$ cat config.mk
export PLATFORM = sky130hd
export DESIGN_NAME = fetch_unit
export DESIGN_NICKNAME = d
export VERILOG_FILES = /design/src/rtl/fetch_unit_pkg.sv /design/src/rtl/fetch_unit_next_pc_sel.sv /design/src/rtl/fetch_unit.sv
export SDC_FILE = /design/constraint.sdc
export NUM_CORES = 1
export LEC_CHECK = 0
export ABC_AREA = 1
export CAP_MARGIN = 20
export CORE_UTILIZATION = 50
export DETAILED_ROUTE_END_ITERATION = 6
export PLACE_DENSITY = 0.76
export SLEW_MARGIN = 25
export SYNTH_ARGS = -nofsm -noshare
export SYNTH_HDL_FRONTEND = slang
export SYNTH_HIERARCHICAL = 1
export SYNTH_SLANG_ARGS = --single-unit
$ cat constraint.sdc
create_clock -name clk -period 6.9 [get_ports clk]
set_input_delay 1.38 -clock clk [delete_from_list [all_inputs] [get_ports clk]]
set_output_delay 1.38 -clock clk [all_outputs]
set_load 0.02 [all_outputs]
$ cat src/rtl/fetch_unit_pkg.sv
// Shared definitions for the instruction fetch unit: FSM encoding, reset PC
// default and small arithmetic helpers.
package fetch_unit_pkg;

  typedef enum logic [1:0] {
    ST_BOOT = 2'd0,
    ST_RUN  = 2'd1,
    ST_HALT = 2'd2
  } fetch_state_e;

  localparam logic [31:0] DEFAULT_RESET_PC = 32'h0000_0000;
  localparam logic [31:0] PC_STEP          = 32'd4;

  function automatic logic [31:0] sat_inc32(input logic [31:0] v);
    return (v == 32'hFFFF_FFFF) ? v : v + 32'd1;
  endfunction

endpackage

$ cat src/rtl/fetch_unit_next_pc_sel.sv
// Combinational next-PC selection: sequential pc+4, branch target or jump target.
module next_pc_sel
  import fetch_unit_pkg::*;
(
  input  logic [31:0] pc,
  input  logic [31:0] ir_pc,
  input  logic        ir_valid,
  input  logic        branch_taken,
  input  logic [31:0] branch_offset,
  input  logic        jump,
  input  logic [25:0] jump_index,
  output logic [31:0] seq_pc,
  output logic        redirect,
  output logic [31:0] redirect_pc
);

  logic [31:0] link_pc;

  // NOTE: every always_comb output gets a default first so no path can infer a latch.
  always_comb begin
    seq_pc      = pc + PC_STEP;
    link_pc     = ir_pc + PC_STEP;
    redirect    = ir_valid & (jump | branch_taken);
    redirect_pc = link_pc + (branch_offset << 2);
    if (jump) begin
      redirect_pc = {link_pc[31:28], jump_index, 2'b00};
    end
  end

endmodule

$ cat src/rtl/fetch_unit.sv
// Instruction fetch stage: BOOT/RUN/HALT sequencer, PC and instruction register
// with stall, branch/jump redirect and a saturating issue counter.
module fetch_unit
  import fetch_unit_pkg::*;
#(
  parameter logic [31:0] RESET_PC        = DEFAULT_RESET_PC,
  parameter int          IMEM_WORDS_LOG2 = 5
) (
  input  logic                       clk,
  input  logic                       reset,
  output logic [IMEM_WORDS_LOG2-1:0] pc_5bits,
  output logic                       memRead,
  input  logic [31:0]                instr_in,
  input  logic                       stall,
  input  logic                       branch_taken,
  input  logic [31:0]                branch_offset,
  input  logic                       jump,
  input  logic [25:0]                jump_index,
  input  logic                       halt,
  output logic [31:0]                pc,
  output logic [31:0]                ir_out,
  output logic [31:0]                ir_pc,
  output logic                       ir_valid,
  output logic [31:0]                fetch_count
);

  fetch_state_e state_q, state_d;
  logic [31:0]  pc_q, pc_d;
  logic [31:0]  ir_q, ir_d;
  logic [31:0]  ir_pc_q, ir_pc_d;
  logic         ir_valid_q, ir_valid_d;
  logic [31:0]  count_q, count_d;

  logic [31:0]  seq_pc;
  logic         redirect;
  logic [31:0]  redirect_pc;

  next_pc_sel u_next_pc_sel (
    .pc            (pc_q),
    .ir_pc         (ir_pc_q),
    .ir_valid      (ir_valid_q),
    .branch_taken  (branch_taken),
    .branch_offset (branch_offset),
    .jump          (jump),
    .jump_index    (jump_index),
    .seq_pc        (seq_pc),
    .redirect      (redirect),
    .redirect_pc   (redirect_pc)
  );

  // Priority in RUN: halt, then redirect (which also beats stall), then stall, then fetch.
  always_comb begin
    state_d    = state_q;
    pc_d       = pc_q;
    ir_d       = ir_q;
    ir_pc_d    = ir_pc_q;
    ir_valid_d = ir_valid_q;
    count_d    = count_q;
    unique case (state_q)
      ST_BOOT: state_d = ST_RUN;
      ST_RUN: begin
        if (halt) begin
          state_d    = ST_HALT;
          ir_valid_d = 1'b0;
        end else if (redirect) begin
          pc_d       = redirect_pc;
          ir_valid_d = 1'b0;
        end else if (!stall) begin
          pc_d       = seq_pc;
          ir_d       = instr_in;
          ir_pc_d    = pc_q;
          ir_valid_d = 1'b1;
          count_d    = sat_inc32(count_q);
        end
      end
      ST_HALT: ir_valid_d = 1'b0;
      default: state_d = ST_BOOT;
    endcase
  end

  // NOTE: state registers use non-blocking assignments so all flops update together at the edge.
  always_ff @(posedge clk or negedge reset) begin
    if (!reset) begin
      state_q    <= ST_BOOT;
      pc_q       <= RESET_PC;
      ir_q       <= '0;
      ir_pc_q    <= '0;
      ir_valid_q <= 1'b0;
      count_q    <= '0;
    end else begin
      state_q    <= state_d;
      pc_q       <= pc_d;
      ir_q       <= ir_d;
      ir_pc_q    <= ir_pc_d;
      ir_valid_q <= ir_valid_d;
      count_q    <= count_d;
    end
  end

  assign memRead     = (state_q == ST_RUN);
  assign pc_5bits    = pc_q[IMEM_WORDS_LOG2+1:2];
  assign pc          = pc_q;
  assign ir_out      = ir_q;
  assign ir_pc       = ir_pc_q;
  assign ir_valid    = ir_valid_q;
  assign fetch_count = count_q;

endmodule

== Word-level counts from Yosys, hierarchy flattened ==
Cells that the tools add are included.

* Output and inout bits: 135
* Register bits after elaboration: 131
* Logic and storage cells: 39
* Input port bits: 96

* Multiplexer cells: 9
* Bitwise operators: 7
* Reduce and logical (&&, ||, !) cells: 7
* Eq/ne operators: 6
* $add $sub $neg: 4

{| class="wikitable"
|+ Operators with widths
! operator !! number
|-
| $mux W32 || 3
|-
| $add A32 B3 Y32 const B || 2
|-
| $add A32 B1 Y32 const B || 1
|-
| $add A32 B32 Y32 || 1
|-
| $eq A32 B32 Y1 const B || 1
|-
| $pmux W2 S3 || 1
|-
| $not A1 Y1 || 5
|-
| $reduce_and A5 Y1 || 1
|-
| $ne A2 B1 Y1 const B || 2
|-
| $ne A4 B2 Y1 const B || 1
|-
| $reduce_and A2 Y1 || 2
|-
| $reduce_and A4 Y1 || 1
|-
| $mux W1 || 3
|-
| $reduce_and A3 Y1 || 1
|-
| $eq A2 B1 Y1 const B || 1
|-
| $eq A2 B2 Y1 const B || 1
|-
| $logic_not A2 Y1 || 1
|-
| $mux W2 || 1
|-
| $pmux W1 S2 || 1
|-
| $reduce_bool A2 Y1 || 1
|-
| $and A1 B1 Y1 || 1
|-
| $or A1 B1 Y1 || 1
|}

== Depth between registers and ports, before layout ==
Gate-level depths: netlist (run 1).

* Depth after elaboration: 5
* Depth in mapped cells: 24

== Hierarchy ==
The synthesis (run 1) kept the hierarchy.

{| class="wikitable"
|+ Modules (own cells, without submodules)
! module !! cells each !! seq. area each (um^2) !! area an instance (um^2) !! times used
|-
| fetch_unit || 829 || 3278.1 || 6238.5 || 1
|-
| next_pc_sel || 729 || 0.0 || 3853.7 || 1
|}

== Worst setup path before layout (run 1) ==
No wires, ideal clock.

* Kind: in2reg
* Start point: input port branch_offset[0]
* End point: register pc_q[10], in the netlist pc[10]
* Arrival: 2887 ps
* Stages on the path: 11
* Path buffers: 0
* Library setup time: 141 ps
* Setup slack: 3872 ps
* Cell sequence: ha_1 > fa_1 > nand3_1 > nand3_1 > nand2_1 > nand3_1 > or2_2 > nand3_1 > nand2_1 > nand2_1 > a31oi_1

* Longest elaborated chain between the ends: 3

{| class="wikitable"
|+ Ends and longest elaborated chain
! what !! RTL line !! text
|-
| start: declaration || fetch_unit.sv:16 || <nowiki>input logic [31:0] branch_offset,</nowiki>
|-
| $add A32 B32 Y32 || fetch_unit_next_pc_sel.sv:24 || <nowiki>redirect_pc = link_pc + (branch_offset << 2);</nowiki>
|-
| $mux W32 || fetch_unit_next_pc_sel.sv:25 || <nowiki>if (jump) begin</nowiki>
|-
| named net redirect_pc[10] || fetch_unit.sv:36 || <nowiki>logic [31:0] redirect_pc;</nowiki>
|-
| $mux W32 || fetch_unit.sv:65 || <nowiki>end else if (redirect) begin</nowiki>
|-
| end signal: assignment || fetch_unit.sv:92 || <nowiki>pc_q <= pc_d;</nowiki>
|-
| end: declaration || fetch_unit.sv:28 || <nowiki>logic [31:0] pc_q, pc_d;</nowiki>
|}

The timed path passes the listed nets, and every way through them passes these cells.
A chain may end at the register's enable or synchronous reset.

== Final worst setup path (run 1) ==
* Start point: input port jump
* End point: register pc_q[13], in the netlist pc[13]

* Longest elaborated chain between the ends: 4
* Elaborated cells between the ends (all ways): 6

{| class="wikitable"
|+ Ends and longest elaborated chain
! what !! RTL line !! text
|-
| start: declaration || fetch_unit.sv:17 || <nowiki>input logic jump,</nowiki>
|-
| $or A1 B1 Y1 * || fetch_unit_next_pc_sel.sv:23 || <nowiki>redirect = ir_valid & (jump | branch_taken);</nowiki>
|-
| $and A1 B1 Y1 * || fetch_unit_next_pc_sel.sv:23 ||
|-
| named net redirect || fetch_unit.sv:35 || <nowiki>logic redirect;</nowiki>
|-
| $ne A2 B1 Y1 (no line) || n/a ||
|-
| $reduce_and A3 Y1 (no line) || n/a ||
|}

Mark *: on every way through the listed nets, which the timed path passes. The rest lies on a longest branch.

==> impl_metrics.toml, run 1 <==
[yosys]
netlist_instances = 1558
yosys-mux-area-fraction = 0
yosysMostFrequentCell = "nand2_1"
synth-adder-area-share = 0.0528
ys_top_cells_by_count = "719 x nand2_1, 150 x nor2_1, 131 x dfrtp_1, 126 x inv_1, 82 x nand3_1"
synth-compound-area-share = 0.0555
synth_edf_count = 0
ys_seq_elements = 131
synth-simple-area-share = 0.435
synth_top_family_by_area = "simple AND/OR/NAND/NOR gates"
netlist_area_mm2 = 0.0101
synth_top_area_cell = "dfrtp_1"
synth_xor_area_frac = 0.0606
synth.distinct_cells = 42
synthArstFlopShare = 1.00
ys_warn_count = 6
synthTopCellsByArea = "dfrtp_1 32%, nand2_1 27%, nor2_1 5.6%"
yosys.area.top_type_share = 0.325
synth-main-ff-cell = "dfrtp_1"
synth_nets = 1696
ys_seq_area_frac = 0.325
avgSynthCellArea_um2 = 6.48

[detailed_routing]
vias = 10733
first_pass_iters = 5
avgRoutedWirePerCell_um = 15.7
via_per_inst = 5.25
antenna_left = 0
drtIter0Drc = 1062
finalWirelength_um = 32100
drcViolationCount = 0

[clocking]
clock_latency_ns = 0.43
cts_tree = "yes"
clockBufferDepth = 2
cts_hold_buf = 0
clock_sinks = 131
clkTransAtPathRegs_ns = 0.06
htreeDepth = 4
cts-root-buf = "clkbuf_16"
cts_resized = 0
cts_setup_buffers = 0
numCtsBuffers = 17

[critical_path]
required_ns = 7.24
crit_path_max_fanout = 64
cp-end-kind = "register"
r2r_setup_slack_ns = 3.19
cp.arrival_ns = 4.34
crit_path_start_kind = "input port"
critPathKind = "in -> reg"
reg2reg_from = "ir_pc[2]$_DFFE_PN0P_"
ff2ff_path_depth = 15
rr_endpoint = "pc[22]$_DFFE_PN0P_"

[die]
die_x_um = 144
die_h_um = 144
core_mm2 = 0.0197
row_count = 51
dieArea_mm2 = 0.0208
io-pin-count = 231
start_util = 0.513

[hold_path]
hold_path.class = "reg -> reg"
hold_depth = 2
hold_start = "ir_out[15]$_DFFE_PN0P_"
hold_end = "ir_out[15]$_DFFE_PN0P_"

[timing]
maxSlewHeadroom = 0.337
fin_crit_sh = 0.580
finalSetupViolCount = 0
finalHoldViolCount = 0
fin_setup_tns_ns = 0
slew_violations = 0
min_period_ns = 4.00
timing.fmax_mhz = 250
worstMarginPinSlew_ns = 0.993
fin_skew_ns = 0.00705
rsz0062_at_grt = "false"

[final_layout]
area_delta_synth_final_pct = 30.2
drive_gt1_frac = 0.0506
nNetsFinal = 1904
layout.cells.non_filler = 2043
n_antenna_cell = 0

[pwr]
leakagePower_nw = 6.40
power.switching_w = 0.00251
comb_power_share = 0.550
p_clk_frac = 0.173
power.total_w = 0.00534
swShare = 0.470
sequentialPowerShare = 0.277
p_int_w = 0.00283
power_density_mw_per_mm2 = 406
ir_drop_mv = 0.351

[global_route]
grt_use_total = 0.312
grt_max_degree = 72
grt_pass1_vias = 9390
overflow = 0
antenna_found_initial = 0
grt_pass1_wl_um = 49500

[place]
dpl.hpwl_um = 24000
dp.cells = 2012
place_congestion = 0.982
port_buffers = 228

[flow_run]
maxCapViolCount = 0

[run_status]
status = "finished, final reports clean"
==> worst max-delay path, stage by stage <==
cell and delay [ns]:
clkdlybuf4s50_1 0.45, buf_4 0.39, o21a_1 0.26, buf_4 0.39
inv_2 0.37, a21oi_4 0.20, buf_4 0.52, nor2_1 0.12
a31oi_1 0.19
==> cells by family after synthesis <==
family | after synthesis
flops | 131
xor+xnor | 69
simple gates | 1043
fa+ha+maj | 42
buf+inv | 175
compound gates | 98
==> layout make-up <==
class,instances,area [um^2]
Fill cell,1792,6520
Multi-Input combinational cell,1252,6100
Sequential cell,131,3280
Timing Repair Buffer,233,2320
Clock buffer,23,508
Inverter,131,497
Tap cell,265,332
Clock inverter,8,98.8
==> stage by stage <==
| stage | utilization | setup WS (ns) | hold slack (ns) | area (um^2) |
|---|---|---|---|---|
| 2_1_floorplan | - | 3.87 | 0.543 | 10100 |
| 3_3_place_gp | 0.637 | 2.62 | 0.453 | 12500 |
| 3_5_place_dp | 0.638 | 2.56 | 0.457 | 12500 |
| 4_1_cts | 0.668 | 2.95 | 0.471 | 13100 |
| 5_1_grt | 0.668 | 2.74 | 0.481 | 13100 |
| 6_report | 0.668 | 2.90 | 0.467 | 13100 |
==> layout by cell type, fill, tap and decap left out, drive strengths merged, types with 4 or more instances in the layout <==
cell,count
a21oi,34
a31oi,33
buf,6
clkbuf,23
clkdlybuf4s50,227
clkinv,4
dfrtp,131
ha,41
inv,131
nand2,726
nand3,89
nand4,26
nor2,167
nor3,15
nor4,4
o21ai,21
o21bai,5
or2,8
xnor2,33
xor2,36
==> power groups by stage <==
| stage | Clock [W] | Sequential [W] | Combinational [W] |
|---|---|---|---|
| 6_report | 0.000924 | 0.00148 | 0.00294 |
| 5_1_grt | 0.000966 | 0.00153 | 0.00322 |
| 4_1_cts | 0.000931 | 0.00147 | 0.00292 |
| 3_5_place_dp | 0 | 0.00148 | 0.00289 |
| 3_3_place_gp | 0 | 0.00147 | 0.00284 |
| 2_1_floorplan | 0 | 0.00170 | 0.00152 |
==> per-layer routing <==
layer	routed length, um	share of wire	track usage
met5	0	0	0
met4	635	0.020	0.0801
met3	3050	0.095	0.0685
met2	14300	0.45	0.482
met1	14100	0.44	0.438
==> how the worst max path moves through the flow <==
stage | endpoint | cells past startpoint | slack, ns | startpoint
2_1_floorplan | pc[10]$_DFFE_PN0P_ | 11 | 3.87 | branch_offset[0]
3_3_place_gp | pc[16]$_DFFE_PN0P_ | 8 | 2.62 | jump
3_5_place_dp | pc[15]$_DFFE_PN0P_ | 9 | 2.56 | jump
4_1_cts | pc[13]$_DFFE_PN0P_ | 9 | 2.95 | jump
5_1_grt | pc[11]$_DFFE_PN0P_ | 9 | 2.74 | jump
6_report | pc[13]$_DFFE_PN0P_ | 9 | 2.90 | jump
==> state kept, by name, summed over array words and instances, names as in the netlist <==
register and count:
ir_out 32, state_q 2, ir_pc 32, fetch_count 32
pc 32, ir_valid 1
(Power assumes the default switching activity.)
==> run 2: changes to the inputs <==
==> constraint.sdc (replaced) <==
create_clock -name clk -period 4.1 [get_ports clk]
set_input_delay 0.82 -clock clk [delete_from_list [all_inputs] [get_ports clk]]
set_output_delay 0.82 -clock clk [all_outputs]
set_load 0.02 [all_outputs]
==> impl_metrics.toml, run 2 (synthesis gave the netlist of run 1 again) <==
[detailed_routing]
antenna_left = 0
vias = 10875
avgRoutedWirePerCell_um = 15.7
finalWirelength_um = 32200
first_pass_iters = 6
via_per_inst = 5.31
drcViolationCount = 0
drtIter0Drc = 1016

[place]
place_congestion = 1.06
port_buffers = 228
dp.cells = 2016
place_area_mm2 = 0.0126
dpl.hpwl_um = 24400

[clocking]
clock_sinks = 131
htreeDepth = 4
cts_setup_buffers = 0
cts_hold_buf = 0
numCtsBuffers = 17
cts_resized = 0
cts-root-buf = "clkbuf_16"
clock_latency_ns = 0.42
clockBufferDepth = 2
cts_tree = "yes"
clkTransAtPathRegs_ns = 0.06

[final_layout]
design_area_mm2 = 0.0132
layout.cells.non_filler = 2048
final_common_cell = "nand2_1"
nNetsFinal = 1908
n_antenna_cell = 0
area_delta_synth_final_pct = 31.0
drive_gt1_frac = 0.0527
fillCellCount = 1769
regArea_mm2 = 0.00328
final_cell_mix = "719 x nand2_1, 227 x clkdlybuf4s50_1, 150 x nor2_1"
multi_input_area_mm2 = 0.00610

[global_route]
grt_pass1_vias = 9759
grt_max_degree = 90
grt_pass1_wl_um = 49700
antenna_found_initial = 0
overflow = 0
grt_use_total = 0.311

[die]
core_mm2 = 0.0197
io-pin-count = 231
start_util = 0.513
row_count = 51
die_h_um = 144
die_x_um = 144
dieArea_mm2 = 0.0208

[timing]
min_period_ns = 3.62
fin_skew_ns = 0.0118
fin_setup_tns_ns = 0
timing.fmax_mhz = 276
slew_violations = 0
finalHoldViolCount = 0
rsz0062_at_grt = "false"
maxSlewHeadroom = 0.448
fin_crit_sh = 0.883
finalSetupViolCount = 0
worstMarginPinSlew_ns = 0.828

[critical_path]
cp-end-kind = "register"
required_ns = 4.43
crit_slowest_cell = "dfrtp_1"
crit_buf_inv = 0
critPathKind = "reg -> reg"
worstPathCellList = "ha_1 > nand4_1 > nor2_1 > xor2_1 > ha_1 > nand2_1 > nor2_1 > nand3_1 > nand3_1 > xnor2_1 > o21ai_0 > nand2_1 > a31oi_1"
cp.arrival_ns = 3.95
slowest_delay_ns = 0.51
ff2ff_path_depth = 13
path_depth = 13
cp_top_family = "simple AND/OR/NAND/NOR gates"
crit_path_start_kind = "register"
crit_path_max_fanout = 7

[pwr]
p_clk_frac = 0.186
p_int_w = 0.00489
power_density_mw_per_mm2 = 691
leakagePower_nw = 6.44
ir_drop_mv = 0.554
sequentialPowerShare = 0.271
power.switching_w = 0.00424
swShare = 0.464
comb_power_share = 0.542

[hold_path]
hold_path.class = "in -> async"

[run_status]
status = "finished, final reports clean"

[flow_run]
maxCapViolCount = 0
[run 2: power groups by stage]
stage	Combinational, W	Sequential (W)	Clock (W)
6_report	0.00496	0.00248	0.00170
5_1_grt	0.00542	0.00256	0.00177
4_1_cts	0.00491	0.00248	0.00172
3_5_place_dp	0.00487	0.00249	0
3_3_place_gp	0.00476	0.00247	0
2_1_floorplan	0.00255	0.00287	0
[run 2: layer usage]
metal | global-route usage | part of all wire | vias up
met4 | 0.0969 | 0.021 | 0
met1 | 0.412 | 0.42 | 4979
met3 | 0.0851 | 0.10 | 47
met2 | 0.490 | 0.46 | 520
li1 | - | - | 5329
met5 | 0 | 0 | -
[run 2: stage by stage]
stage | utilization | power [W] | setup slack (ns) | hold WS, ns
final | 0.673 | 0.00914 | 0.481 | 0.461
after CTS | 0.673 | 0.00911 | 0.649 | 0.472
after detailed placement | 0.639 | 0.00736 | 0.689 | 0.457
after global routing | 0.673 | 0.00974 | 0.335 | 0.497
after global placement | 0.639 | 0.00724 | 0.765 | 0.452
after floorplan | - | 0.00542 | 1.24 | 0.524
[run 2: final timing paths]
kind | start | to | slack (ns)
setup reg to reg | ir_pc[2]$_DFFE_PN0P_ | pc[14]$_DFFE_PN0P_ | 0.48
setup / recovery | ir_pc[2]$_DFFE_PN0P_ | pc[14]$_DFFE_PN0P_ | 0.48
hold reg to reg | ir_out[0]$_DFFE_PN0P_ | ir_out[0]$_DFFE_PN0P_ | 0.47
min in group clk | ir_out[0]$_DFFE_PN0P_ | ir_out[0]$_DFFE_PN0P_ | 0.47
hold / removal | reset | fetch_count[29]$_DFFE_PN0P_ | 0.46
max in group asynchronous | reset | ir_pc[19]$_DFFE_PN0P_ | 2.82
[run 2: layout make-up]
class                      count  share of cell area
clock buffer                  20              0.0345
clock inverter                12              0.0152
inverter                     131              0.0376
multi-input combinational   1252               0.462
sequential                   131               0.248
tap                          265              0.0251
timing repair buffer         237               0.178
==> run 3: changes to the inputs <==
--- a/config.mk
+++ b/config.mk
@@ -7,7 +7,9 @@
 export LEC_CHECK = 0
 export ABC_AREA = 1
 export CAP_MARGIN = 20
+export CORE_MARGIN = 10
 export CORE_UTILIZATION = 50
+export CTS_BUF_LIST = sky130_fd_sc_hd__clkbuf_8
 export DETAILED_ROUTE_END_ITERATION = 6
 export PLACE_DENSITY = 0.76
 export SLEW_MARGIN = 25
==> impl_metrics.toml, run 3 (synthesis gave the netlist of run 1 again) <==
[final_layout]
regArea_mm2 = 0.00328
area_delta_synth_final_pct = 28.1
drive_gt1_frac = 0.0527
fillCellCount = 1887
n_antenna_cell = 0
postLayoutCoreUtil = 0.658
final_common_cell = "nand2_1"
final_cell_mix = "719 x nand2_1, 227 x clkdlybuf4s50_1, 150 x nor2_1"
layout.cells.non_filler = 2048
multi_input_area_mm2 = 0.00610
nNetsFinal = 1909

[detailed_routing]
via_per_inst = 5.22
drtIter0Drc = 1064
antenna_left = 0
finalWirelength_um = 33800
vias = 10685
first_pass_iters = 6
drcViolationCount = 0
avgRoutedWirePerCell_um = 16.5

[pwr]
leakagePower_nw = 6.32
sequentialPowerShare = 0.291
power.switching_w = 0.00421
p_clk_frac = 0.121
swShare = 0.496
comb_power_share = 0.588
power_density_mw_per_mm2 = 656
ir_drop_mv = 0.517
p_int_w = 0.00427

[clocking]
cts_tree = "yes"
cts_setup_buffers = 0
cts_resized = 0
cts_hold_buf = 0
htreeDepth = 4
clockBufferDepth = 2
clock_latency_ns = 0.46
clock_sinks = 131
clkTransAtPathRegs_ns = 0.08
numCtsBuffers = 17
cts-root-buf = "clkbuf_8"

[die]
die_h_um = 162
start_util = 0.513
io-pin-count = 231
die_x_um = 162
core_mm2 = 0.0197
row_count = 51
dieArea_mm2 = 0.0263

[critical_path]
critPathKind = "reg -> reg"
cpMostUsedCell = "nand2_1"
rr_endpoint = "pc[15]$_DFFE_PN0P_"
worstPathCellList = "ha_1 > nand2_1 > nor2_4 > nand2_2 > nor2_4 > inv_1 > nor2_1 > xnor2_1 > inv_1 > ha_1 > nand2_1 > nor2_1 > and2_1 > nand2_1 > nand2_1 > xnor2_1 > o21ai_0 > nand2_1 > a31oi_1"
crit_path_start_kind = "register"
slowest_delay_ns = 0.52
cp-end-kind = "register"
ff2ff_path_depth = 19
cp.arrival_ns = 3.99
crit_end = "pc[15]$_DFFE_PN0P_"
r2r_setup_slack_ns = 0.48
reg2reg_from = "ir_pc[2]$_DFFE_PN0P_"
required_ns = 4.46
crit_path_max_fanout = 7
crit_slowest_cell = "dfrtp_1"
startpoint = "ir_pc[2]$_DFFE_PN0P_"

[timing]
rsz0062_at_grt = "false"
worstMarginPinSlew_ns = 0.811
maxSlewHeadroom = 0.459
fin_crit_sh = 0.884
fin_setup_tns_ns = 0
timing.fmax_mhz = 276
finalSetupViolCount = 0
finalHoldViolCount = 0
fin_hold_ws_ns = 0.429
slew_violations = 0
min_period_ns = 3.62
fin_skew_ns = 0.0213

[place]
dpl.hpwl_um = 26500
dp.cells = 2017
port_buffers = 228
place_congestion = 1.01

[global_route]
overflow = 0
grt_use_total = 0.253
grt_max_degree = 89
grt_pass1_wl_um = 53600
grt_pass1_vias = 10096
antenna_found_initial = 0

[hold_path]
hold_path.class = "in -> async"

[flow_run]
maxCapViolCount = 0

[run_status]
status = "finished, final reports clean"
run 3: changes by cell type in the layout (fill, tap and decap cells not counted):
cell	previous run	this run
clkinv_2	2	4
buf_4	9	10
inv_6	2	1
clkinv_4	1	5
clkinvlp_4	2	1
clkbuf_8	2	18
clkbuf_1	1	0
inv_1	126	127
bufinv_16	5	1
clkbuf_16	17	0
run 3: worst min path at each step:
stage / depth (start not counted) / startpoint / slack, ns / end
2_1_floorplan: 0 / reset / 0.52 / fetch_count[0]$_DFFE_PN0P_
3_3_place_gp: 2 / ir_out[31]$_DFFE_PN0P_ / 0.45 / ir_out[31]$_DFFE_PN0P_
3_5_place_dp: 2 / ir_out[21]$_DFFE_PN0P_ / 0.46 / ir_out[21]$_DFFE_PN0P_
4_1_cts: 1 / reset / 0.45 / pc[29]$_DFFE_PN0P_
5_1_grt: 1 / reset / 0.48 / ir_out[1]$_DFFE_PN0P_
6_report: 1 / reset / 0.43 / fetch_count[15]$_DFFE_PN0P_
run 3: layer usage:
layer	vias to the layer above	wire length, um	track usage
met1	4850	14500	0.330
met3	49	3290	0.0731
met5	-	0	0
li1	5335	-	-
met2	451	15200	0.395
met4	0	781	0.0798
run 3: metrics by stage:
| step | total power [W] | instance area (um^2) | setup WS (ns) |
|---|---|---|---|
| 2_1_floorplan | 0.00542 | 10100 | 1.24 |
| 5_1_grt | 0.00915 | 12900 | 0.246 |
| 6_report | 0.00848 | 12900 | 0.475 |
| 4_1_cts | 0.00847 | 12900 | 0.591 |
| 3_5_place_dp | 0.00741 | 12600 | 0.633 |
| 3_3_place_gp | 0.00731 | 12600 | 0.733 |
run 3: layout make-up:
class	instances	share of cell area
Sequential cell	131	0.254
Clock buffer	18	0.0192
Clock inverter	13	0.00881
Tap cell	265	0.0256
Inverter	131	0.0384
Multi-Input combinational cell	1252	0.472
Timing Repair Buffer	238	0.182
run 3: worst max-delay path, delay by kind of cell (launching register included):
family                     cells  cell delay (ns)
and+or+nand+nor               11             1.51
adders and majority gates      2             0.59
AOI/OAI and AO/OA              2             0.54
DFF                            1             0.52
xor gates and xnor gates       2             0.22
buffers and inverters          2             0.17
run 3: power by group through the flow:
| stage | Combinational, W | Clock [W] | Sequential (W) |
|---|---|---|---|
| floorplan | 0.00255 | 0 | 0.00287 |
| CTS | 0.00496 | 0.00105 | 0.00246 |
| detailed placement | 0.00493 | 0 | 0.00248 |
| global placement | 0.00484 | 0 | 0.00246 |
| global route | 0.00550 | 0.00110 | 0.00255 |
| finish | 0.00498 | 0.00103 | 0.00247 |
